**src/rtl/vga_mem_read_arbiter.sv**
```systemverilog
// vga_mem_read_arbiter
//   Shares one pipelined Avalon-MM read port between two read masters.
//   Master 0 is the VGA frame buffer stream and has priority. Master 1 is a secondary
//   reader. Master 1 is guaranteed a slot after STARVE_LIMIT consecutive m0 accepts.
//   A tag FIFO remembers which master issued each outstanding read so responses are
//   routed back in issue order.
//
// Ports
//   clk, reset                  system clock, synchronous active-high reset
//   m0_* / m1_*                 read, address, byteenable in; readdata, waitrequest,
//                               readdatavalid out (readdata is shared by both masters)
//   s_read/s_address/s_byteenable   request to memory
//   s_readdata/s_waitrequest/s_readdatavalid   response and stall from memory
module vga_mem_read_arbiter #(
   parameter int unsigned ADDR_WIDTH   = 32,
   parameter int unsigned DATA_WIDTH   = 32,
   parameter int unsigned MAX_PENDING  = 8,
   parameter int unsigned STARVE_LIMIT = 16
) (
   input  logic                    clk,
   input  logic                    reset,
   input  logic                    m0_read,
   input  logic [ADDR_WIDTH-1:0]   m0_address,
   input  logic [DATA_WIDTH/8-1:0] m0_byteenable,
   output logic [DATA_WIDTH-1:0]   m0_readdata,
   output logic                    m0_waitrequest,
   output logic                    m0_readdatavalid,
   input  logic                    m1_read,
   input  logic [ADDR_WIDTH-1:0]   m1_address,
   input  logic [DATA_WIDTH/8-1:0] m1_byteenable,
   output logic [DATA_WIDTH-1:0]   m1_readdata,
   output logic                    m1_waitrequest,
   output logic                    m1_readdatavalid,
   output logic                    s_read,
   output logic [ADDR_WIDTH-1:0]   s_address,
   output logic [DATA_WIDTH/8-1:0] s_byteenable,
   input  logic [DATA_WIDTH-1:0]   s_readdata,
   input  logic                    s_waitrequest,
   input  logic                    s_readdatavalid
);

   localparam int unsigned PTR_WIDTH    = $clog2(MAX_PENDING);
   localparam int unsigned CNT_WIDTH    = PTR_WIDTH + 1;
   localparam int unsigned STARVE_WIDTH = $clog2(STARVE_LIMIT + 1);

   logic                    lock_q;
   logic                    lock_id_q;
   logic [STARVE_WIDTH-1:0] starve_cnt_q;
   logic [MAX_PENDING-1:0]  tag_q;
   logic [PTR_WIDTH-1:0]    wr_ptr_q;
   logic [PTR_WIDTH-1:0]    rd_ptr_q;
   logic [CNT_WIDTH-1:0]    count_q;

   logic grant_valid;
   logic grant_id;
   logic grant_read;
   logic lock_read;
   logic starve_hit;
   logic fifo_full;
   logic fifo_empty;
   logic accept;
   logic pop;
   logic head_tag;

   assign starve_hit = (starve_cnt_q == STARVE_WIDTH'(STARVE_LIMIT));
   assign fifo_full  = (count_q == CNT_WIDTH'(MAX_PENDING));
   assign fifo_empty = (count_q == '0);

   // A stalled request keeps its grant until accepted, so address and byteenable
   // stay stable at the slave even if the other master starts requesting.
   always_comb begin
      grant_valid = 1'b0;
      grant_id    = 1'b0;
      if (lock_q) begin
         grant_valid = 1'b1;
         grant_id    = lock_id_q;
      end else if (m1_read && (!m0_read || starve_hit)) begin
         grant_valid = 1'b1;
         grant_id    = 1'b1;
      end else if (m0_read) begin
         grant_valid = 1'b1;
      end
   end

   assign grant_read = grant_valid && (grant_id ? m1_read : m0_read);
   assign lock_read  = lock_id_q ? m1_read : m0_read;

   // Full blocks issue even when a pop happens in the same cycle; keeps the
   // response path out of the request path.
   assign s_read       = grant_read && !fifo_full && !reset;
   assign s_address    = (grant_valid && grant_id) ? m1_address : m0_address;
   assign s_byteenable = (grant_valid && grant_id) ? m1_byteenable : m0_byteenable;
   assign accept       = s_read && !s_waitrequest;

   assign m0_waitrequest = reset || !grant_valid || grant_id || fifo_full || s_waitrequest;
   assign m1_waitrequest = reset || !grant_valid || !grant_id || fifo_full || s_waitrequest;

   // Responses with no outstanding tag (e.g. after a mid-flight reset) are dropped.
   assign pop              = s_readdatavalid && !fifo_empty && !reset;
   assign head_tag         = tag_q[rd_ptr_q];
   assign m0_readdatavalid = pop && !head_tag;
   assign m1_readdatavalid = pop && head_tag;
   assign m0_readdata      = s_readdata;
   assign m1_readdata      = s_readdata;

   always_ff @(posedge clk) begin
      if (reset) begin
         lock_q       <= 1'b0;
         lock_id_q    <= 1'b0;
         starve_cnt_q <= '0;
         tag_q        <= '0;
         wr_ptr_q     <= '0;
         rd_ptr_q     <= '0;
         count_q      <= '0;
      end else begin
         if (accept) begin
            tag_q[wr_ptr_q] <= grant_id;
            wr_ptr_q        <= wr_ptr_q + PTR_WIDTH'(1);
         end
         if (pop) begin
            rd_ptr_q <= rd_ptr_q + PTR_WIDTH'(1);
         end
         case ({accept, pop})
            2'b10:   count_q <= count_q + CNT_WIDTH'(1);
            2'b01:   count_q <= count_q - CNT_WIDTH'(1);
            default: count_q <= count_q;
         endcase

         if (accept) begin
            lock_q <= 1'b0;
         end else if (s_read && s_waitrequest) begin
            lock_q    <= 1'b1;
            lock_id_q <= grant_id;
         end else if (lock_q && !lock_read) begin
            lock_q <= 1'b0;
         end

         if (!m1_read || (accept && grant_id)) begin
            starve_cnt_q <= '0;
         end else if (accept && !grant_id && !starve_hit) begin
            starve_cnt_q <= starve_cnt_q + STARVE_WIDTH'(1);
         end
      end
   end

   // Simulation-only protocol checks; synthesis ignores immediate assertions.
   always_ff @(posedge clk) begin
      if (!reset) begin
         assert (!(lock_q && !lock_read))
            else $error("vga_mem_read_arbiter: master %0d dropped read while stalled", lock_id_q);
         assert (!(s_readdatavalid && fifo_empty))
            else $error("vga_mem_read_arbiter: readdatavalid with no outstanding read");
      end
   end

endmodule

```
**config.mk**
```make
export PLATFORM = sky130hd
export DESIGN_NAME = vga_mem_read_arbiter
export DESIGN_NICKNAME = d
export VERILOG_FILES = /design/src/rtl/vga_mem_read_arbiter.sv
export SDC_FILE = /design/constraint.sdc
export NUM_CORES = 1
export LEC_CHECK = 0
export BUFFER_PORTS_ARGS = -buffer_cell sky130_fd_sc_hd__buf_2
export CAP_MARGIN = 10
export CORE_MARGIN = 10
export CORE_UTILIZATION = 40
export CTS_CLUSTER_SIZE = 8
export DETAILED_ROUTE_END_ITERATION = 8
export PLACE_DENSITY = 0.85
export SYNTH_ARGS = -nofsm -noshare
export SYNTH_HDL_FRONTEND = slang
export SYNTH_SLANG_ARGS = --single-unit
```
**constraint.sdc**
```tcl
create_clock -name clk -period 4.1 [get_ports clk]
set_input_delay 0.205 -clock clk [delete_from_list [all_inputs] [get_ports clk]]
set_output_delay 0.205 -clock clk [all_outputs]
set_load 0.1 [all_outputs]
```
==> After elaboration in Yosys (flattened, before gate mapping) <==
Cells that the tools add are included.
{ "totals": {"ff_bits": 25, "output_inout_bits": 105, "in_bits": 110} }
{ "classes": {"bitwise_logic": 1, "n_mux": 17, "n_reduce_logical": 42, "addsub": 5, "eq_ne": 4, "n_lt_le_gt_ge": 3} }
{ "ops": {"columns": ["op", "n"], "rows": [
  ["$mux W32", 1],
  ["$logic_and A1 B1 Y1", 16],
  ["$logic_not A1 Y1", 11],
  ["$mux W1", 11],
  ["$logic_or A1 B1 Y1", 9],
  ["$bwmux W8", 1],
  ["$lt A3 B4 Y1 const B", 2],
  ["$pmux W4 S2", 1],
  ["$add A3 B1 Y3 const B", 2],
  ["$add A5 B1 Y5 const B", 1],
  ["$eq A5 B5 Y1 const B", 1],
  ["$add A4 B1 Y4 const B", 1],
  ["$eq A4 B4 Y1 const B", 1],
  ["$logic_not A4 Y1", 1],
  ["$mux W4", 1],
  ["$reduce_bool A2 Y1", 2],
  ["$reduce_or A2 Y1", 2],
  ["$sub A4 B1 Y4 const B", 1],
  ["$bmux W1 S3", 1],
  ["$demux W1 S3", 1],
  ["$ge A3 B1 Y1 const B", 1],
  ["$eq A2 B1 Y1 const B", 1],
  ["$eq A2 B2 Y1 const B", 1],
  ["$reduce_and A2 Y1", 1],
  ["$not A1 Y1", 1]
]} }

==> Longest topological paths before layout <==
Gate-level depths: netlist (run 1).
{ "logic_depth": {"ltp_word": 13, "depth_mapped": 12} }

==> Least setup slack after synthesis (run 1) <==
No wires, ideal clock.
{ "synth_timing": {"kind": "register -> output", "start": "register lock_q", "end": "output m0_waitrequest", "slack_ns": -0.063, "path_buffers": 1, "stages_incl_launch_ff": 3, "arrival_ns": 3.958, "cell_sequence": "dfxtp_1 > buf_2 > o311ai_0"} }
{ "synth_via": {"elab_chain_len": 6, "word_cells_on_any_way": 7, "classes_between": "mux (2); reduce/logical (5)"} }
{ "synth_lines": {"columns": ["element", "line", "text"], "rows": [
  ["from (decl)", "46", "logic lock_q;"],
  ["from (signal assigned)", "108", "lock_q <= 1'b0;"],
  ["from (signal assigned)", "130", "lock_q <= 1'b0;"],
  ["from (signal assigned)", "132", "lock_q <= 1'b1;"],
  ["$mux W1", "74", "if (lock_q) begin"],
  ["$logic_not A1 Y1", "95", "assign m0_waitrequest = reset || !grant_valid || grant_id || fifo_full || s_waitrequest;"],
  ["$logic_or A1 B1 Y1", "95", null],
  ["$logic_or A1 B1 Y1 (*) (3 in series)", "95", null],
  ["to (decl)", "26", "output logic m0_waitrequest,"]
]} }
Mark *: on every way between the ends. The rest lies on a longest branch, timed or not.

==> Final worst setup path (run 1) <==
{ "layout_timing": {"start": "register count_q[1]", "end": "register count_q[2]"} }
{ "layout_via": {"elab_chain_len": 7, "word_cells_on_any_way": 15, "classes_between": "add/sub (2); eq/ne (3); mux (1); reduce/logical (9)"} }
{ "layout_lines": {"columns": ["element", "line", "text"], "rows": [
  ["from (decl)", "52", "logic [CNT_WIDTH-1:0] count_q;"],
  ["from (signal assigned)", "124", "2'b10: count_q <= count_q + CNT_WIDTH'(1);"],
  ["from (signal assigned)", "125", "2'b01: count_q <= count_q - CNT_WIDTH'(1);"],
  ["from (signal assigned)", "126", "default: count_q <= count_q;"],
  ["$eq A4 B4 Y1", "66", "assign fifo_full = (count_q == CNT_WIDTH'(MAX_PENDING));"],
  ["$logic_not A1 Y1", "90", "assign s_read = grant_read && !fifo_full && !reset;"],
  ["$logic_and A1 B1 Y1 (2 in series)", "90", null],
  ["$logic_and A1 B1 Y1", "93", "assign accept = s_read && !s_waitrequest;"],
  ["$eq A2 B1 Y1 / $eq A2 B2 Y1 (equally long branches)", "123", "case ({accept, pop})"],
  ["$pmux W4 S2 / $reduce_bool A2 Y1 (equally long branches)", null, null]
]} }
Parallel ways exist; a longest one is shown, timed or not.
A chain may end at the register's enable or synchronous reset.

==> metrics.csv, run 1 <==
metric,value,unit
status,"finished, final reports clean",
pwr-share-comb,52.2,%
p_int,423,uW
power_switching,433,uW
cts_resized,0,
grt_util_all_layers,13.3,%
grt_max_degree,48,
area_delta_synth_final,7.96,%
finalSetupViolations,0,
crit_path_max_fanout,12,
worst_pin_slew,0.623,ns
hold_class,primary input to register,
drc_errors,0,
synth_top_area_share,20.7,%
fin_nets,437,
ys_ff_latch,25,
synth_area_leaders,"dfxtp_1, buf_4, mux2_2",
hpwl,5730,um
grt_overflow,0,
synth-edff-count,0,
drive_gt1_share,52.7,%
fmax,328,MHz
hold_slack,0.301,ns
grt_pass1_wl,10900,um
p_seq_share,30.8,%
ys.flop_type,dfxtp_1,
port_buffers,118,
rsz0062_at_grt,no,
dr.first_iter.drc_count,66,
worst-endpoint-required,4.31,ns
layout_min_cycle_time,3.05,ns
root_buffer,clkbuf_8,
path_class,register to register,
cp.arrival,3.26,ns
fin_cells,394,
die_area,0.00956,mm^2
syn_avg_cell_area,8.77,um^2
clkTransAtPathRegs,0.09,ns
start_util,41.1,%
cts.sinks,25,
coreArea,0.00589,mm^2
ioPinCount,215,
antenna_found_initial,0,
via_per_inst,5.16,
rows,28,
drv_cap,0,
setup_tns,0,ns
holdBufCountCts,0,
power.leakage,0.00115,uW
synth_cells,276,
drtPass1Iterations,4,
num_antenna_cells,0,
yosys.area.top_type,dfxtp_1,
wl_per_cell,17.2,um
hold_viol,0,
fin_worst_skew,0.00601,ns
fillers,573,
cp-start-kind,register,
crit_slowest_cell,nor4b_4,
slew_violations,0,
synth-seq-area-share,20.7,%
num_vias,2033,
clk-insertion-delay-late,0.27,ns
cp_cell_sequence,nor4b_4 > a2111o_1 > inv_1 > nand2_1 > ha_1 > xor2_1 > ha_1 > a21oi_1 > xor2_1 > or3_1 > a21oi_1,
htree_levels,1,
post-route-period-util,74.4,%
max-vdd-ir-drop,0.249,mV
die_w,97.8,um
yosysWarnings,0,
powerDensity,327,mW/mm^2
antenna_left,0,
syn-num-nets,393,
totalWireLength,6790,um
syn-cell-area,0.00242,mm^2
cts_buffers,3,
grt_pass1_vias,2137,
ctsLongestPathBuffers,2,
dp_cells,390,
end_kind,register,
cts_tree,built,
sw_frac_of_total,50.6,%
ys_async_sr_fraction,0,%
ys_types,46,
dieHeight,97.8,um
critPathMaxStageDelay,0.49,ns
gp_congestion,0.814,
post_cts_buffers,0,
maxSlewHeadroom,57.4,%
clkPwrFrac,17.0,%
[registers in the layout, summed over array words and instances, names as in the netlist]
name / cells
starve_cnt_q: 5
lock_q: 1
tag_q: 8
count_q: 4
rd_ptr_q: 3
lock_id_q: 1
wr_ptr_q: 3
[per-layer routing]
layer | vias up | wire length [um] | part of all wire (%) | global-route usage, %
li1 | 992 | - | - | -
met1 | 904 | 2440 | 36 | 12.9
met2 | 121 | 3370 | 50 | 23.4
met3 | 16 | 846 | 12 | 7.40
met4 | 0 | 139 | 2.0 | 4.25
met5 | - | 0 | 0 | 0
[cell usage after synthesis, types with 7 or more instances]
cell type	count
o21ai_0	9
buf_4	64
nand2_1	16
ha_1	7
clkbuf_1	7
mux2_2	37
dfxtp_1	25
nor2_1	13
inv_1	8
mux2i_1	8
a21oi_1	7
buf_2	7
[stage by stage]
step | util [%] | total power (uW) | cell area [um^2] | setup WS [ns]
6_report | 44.4 | 856 | 2610 | 1.05
5_1_grt | 44.4 | 892 | 2610 | 0.793
4_1_cts | 44.4 | 865 | 2610 | 1.06
3_5_place_dp | 43.6 | 718 | 2570 | 1.08
3_3_place_gp | 43.6 | 712 | 2570 | 1.24
2_1_floorplan | - | 925 | 2420 | 0.906
[cells in the final DEF, fill, tap and decap left out, types with 4 or more instances in the layout]
master and n:
a21oi_1 7, buf_2 118, dfxtp_1 25, ha_1 7, inv_1 8, mux2_2 37
mux2i_1 8, nand2_1 16, nand4_1 4, nor2_1 13, nor3_1 5, nor3b_1 5
o21ai_0 9, or3_1 5, xnor2_1 4
[power groups by stage]
stage | clock, uW | combinational, uW | sequential (uW)
after floorplan | 0 | 663 | 262
after global placement | 0 | 444 | 268
after detailed placement | 0 | 449 | 269
after CTS | 151 | 450 | 263
after global routing | 159 | 467 | 265
final | 145 | 446 | 264
[cell type report]
class | count | area (um^2) | share of cell area (%)
timing repair buffer | 119 | 598 | 22.9
tap | 75 | 93.8 | 3.59
sequential | 25 | 500 | 19.2
inverter | 8 | 30.0 | 1.15
clock buffer | 3 | 41.3 | 1.58
clock inverter | 1 | 5.00 | 0.192
multi-input combinational | 163 | 1340 | 51.4
[kinds of logic (layout without fill, tap and decap cells)]
family / count (synthesis) / in the layout / synth area share [%]
xor gates and xnor gates: 7 / 7 / 2.53
AOI/OAI and AO/OA: 34 / 34 / 9.46
buffers and inverters: 88 / 131 / 24.3
muxes: 47 / 47 / 22.4
adders and majority gates: 7 / 7 / 3.62
DFF: 25 / 25 / 20.7
and+or+nand+nor: 68 / 68 / 17.0
[worst max-delay path, delay by kind of cell (launching register included)]
kind | cells | cell delay (ns)
AND/OR/NAND/NOR | 3 | 0.96
XOR/XNOR | 2 | 0.34
adder cells (fa/ha/maj) | 2 | 0.44
flip-flops | 1 | 0.41
AO/OA/AOI/OAI | 3 | 0.62
buffers and inverters | 1 | 0.21
[worst paths after layout]
path	start	endpoint	slack [ns]	cells after the start
worst min register to register	tag_q[5]$_SDFFE_PP0P_	tag_q[5]$_SDFFE_PP0P_	0.47	2
worst max register to register	count_q[1]$_SDFFE_PP0P_	count_q[2]$_SDFFE_PP0P_	1.05	11
worst max-delay path	count_q[1]$_SDFFE_PP0P_	count_q[2]$_SDFFE_PP0P_	1.05	11
worst min-delay path	reset	rd_ptr_q[0]$_SDFFE_PP0P_	0.30	2
Power figures use the tool's default switching activity.
==> run 2: changes to the inputs <==
CORE_UTILIZATION = 38   (was 40)
PLACE_DENSITY = 0.81   (was 0.85)
clock period = 3.15 ns   (was 4.1 ns; I/O delays follow)
==> run 2 against run 1 <==
Net effect:
- global-route usage fell by 0.54 points
- hold slack got worse by 0.046 ns
- sequential share of layout area fell by 0.10 points
- die area rose by 4.2%
- wire length fell by 0.13%
- via count rose by 2.0%
- fmax rose by 6.7%
- count of clock-buffer cells in the layout did not move
- utilization fell by 2.5 points
==> metrics.csv, run 2 (synthesis gave the netlist of run 1 again) <==
metric,value,unit,change
status,"finished, final reports clean",,
largest_reg_flops,8,,unchanged
ff2ff_setup_slack,0.29,ns,-0.76 ns
num_antenna_cells,0,,unchanged
reg.largest.list,"tag_q: 8 flops, starve_cnt_q: 5 flops, count_q: 4 flops",,
cp-start-kind,register,,
path_class,register to register,,
hold_slack,0.255,ns,-0.0457 ns
setup_tns,0,ns,unchanged
grt_util_all_layers,12.7,%,-0.54 points
gp_congestion,0.792,,-2.6%
crit_path_max_fanout,9,,-3
ctsLongestPathBuffers,2,,unchanged
r2r-end,count_q[2]$_SDFFE_PP0P_,,
cp_num_cells,11,,unchanged
whs_path_depth,2,,unchanged
grt_pass1_vias,2208,,+3.3%
clk-insertion-delay-late,0.26,ns,about the same
crit_slowest_cell,nor4b_4,,
finalSetupViolations,0,,unchanged
critPathMaxStageDelay,0.50,ns,about the same
clkTransAtPathRegs,0.09,ns,about the same
hold_viol,0,,unchanged
dr.first_iter.drc_count,81,,+23%
hold_class,primary input to register,,
fin_nets,438,,+0.23%
dieHeight,99.8,um,+2.1%
worst_pin_slew,0.548,ns,-0.0742 ns
fmax,350,MHz,+6.7%
layout_min_cycle_time,2.86,ns,-0.193 ns
critPathLaunch,count_q[0]$_SDFFE_PP0P_,,
postPlaceCellArea,0.00258,mm^2,+0.54%
root_buffer,clkbuf_8,,
power.leakage,0.00115,uW,-0.19%
cts_resized,0,,unchanged
maxSlewHeadroom,62.5,%,+5.1 points
htree_levels,1,,unchanged
slew_violations,0,,unchanged
grt_max_degree,47,,-2.1%
critPathBufInv,1,,unchanged
start_util,38.5,%,-2.6 points
num_vias,2073,,+2.0%
layout_common_cells,"buf_2, mux2_2, dfxtp_1, nand2_1, nor2_1",,
final_common_cell,buf_2,,
port_buffers,118,,unchanged
worstSetupEndpoint,count_q[2]$_SDFFE_PP0P_,,
die_area,0.00996,mm^2,+4.2%
antenna_left,0,,unchanged
antenna_found_initial,0,,unchanged
totalWireLength,6780,um,-0.13%
dp_cells,393,,+0.77%
r2r_cells,11,,unchanged
rsz0062_at_grt,no,,
drtPass1Iterations,4,,unchanged
die_w,99.8,um,+2.1%
grt_pass1_wl,10800,um,-0.94%
critPathTopFamily,simple AND/OR/NAND/NOR gates,,
via_per_inst,5.22,,+1.2%
max-vdd-ir-drop,0.234,mV,-6.4%
fin_worst_skew,0.00202,ns,-0.00399 ns
max_flop_register,tag_q,,
drc_errors,0,,unchanged
area_delta_synth_final,8.53,%,
grt_overflow,0,,unchanged
wl_per_cell,17.1,um,-0.89%
holdBufCountCts,0,,unchanged
post-route-period-util,90.7,%,+16 points
cp_cell_sequence,nor4b_4 > a2111o_1 > clkinvlp_4 > nand2_1 > ha_1 > xor2_1 > ha_1 > a21oi_1 > xor2_1 > or3_1 > a21oi_1,,
cts_buffers,3,,unchanged
drv_cap,0,,unchanged
ioPinCount,215,,unchanged
end_kind,register,,
drive_gt1_share,53.1,%,+0.46 points
coreArea,0.00628,mm^2,+6.7%
cts.sinks,25,,unchanged
worst-endpoint-required,3.35,ns,-0.96 ns
cts_tree,built,,
hpwl,5610,um,-2.1%
r2r_start,count_q[0]$_SDFFE_PP0P_,,
cp.arrival,3.06,ns,-0.20 ns
fin_cells,397,,+0.76%
post_cts_buffers,0,,unchanged
powerDensity,424,mW/mm^2,+30%
postLayoutCellArea,0.00263,mm^2,+0.53%
rows,29,,+3.6%
-- run 2: changes by cell type in the layout (fill, tap and decap cells not counted), sizes merged --
cell      change
buf           +1
clkinvlp      +1
inv           -1
-- run 2: per-stage QoR --
step / utilization, % / power (uW) / setup slack (ns)
finish: 41.8 / 1110 / 0.292
global route: 41.8 / 1160 / 0.0598
CTS: 41.8 / 1120 / 0.294
detailed placement: 41.1 / 935 / 0.322
global placement: 41.1 / 926 / 0.523
floorplan: - / 1210 / 0.0851
-- run 2: report_power, final --
part | leakage [uW] | switching (uW) | internal (uW)
logic | 0.000919 | 445 | 138
clock network | 0.0000255 | 99.4 | 88.3
registers | 0.000202 | 18.3 | 325
total | 0.00115 | 562 | 552
-- run 2: layout make-up --
class	count	area (um^2)
multi-input combinational	163	1340
timing repair buffer	120	606
sequential	25	500
clock buffer	3	41.3
inverter	8	33.8
clock inverter	1	5.00
tap	77	96.3
fill	599	3650
-- run 2: worst min path at each step --
stage	start	to
4_1_cts	reset	rd_ptr_q[2]$_SDFFE_PP0P_
2_1_floorplan	s_waitrequest	tag_q[1]$_SDFFE_PP0P_
5_1_grt	reset	rd_ptr_q[2]$_SDFFE_PP0P_
3_3_place_gp	s_readdata[22]	m0_readdata[22]
3_5_place_dp	s_readdata[22]	m0_readdata[22]
6_report	reset	rd_ptr_q[2]$_SDFFE_PP0P_
-- run 2: worst reg2reg max path: stages (launching register included) --
cell	delay, ns
dfxtp_1	0.40
nor4b_4	0.50
a2111o_1	0.24
clkinvlp_4	0.17
nand2_1	0.17
ha_1	0.30
xor2_1	0.20
ha_1	0.17
a21oi_1	0.04
xor2_1	0.16
or3_1	0.31
a21oi_1	0.14
-- run 2: layer usage --
layer,global-route usage (%),vias up,part of all wire [%]
li1,-,997,-
met1,12.7,946,36
met2,22.1,114,50
met3,7.01,16,13
met4,3.97,0,1.1
met5,0,-,0
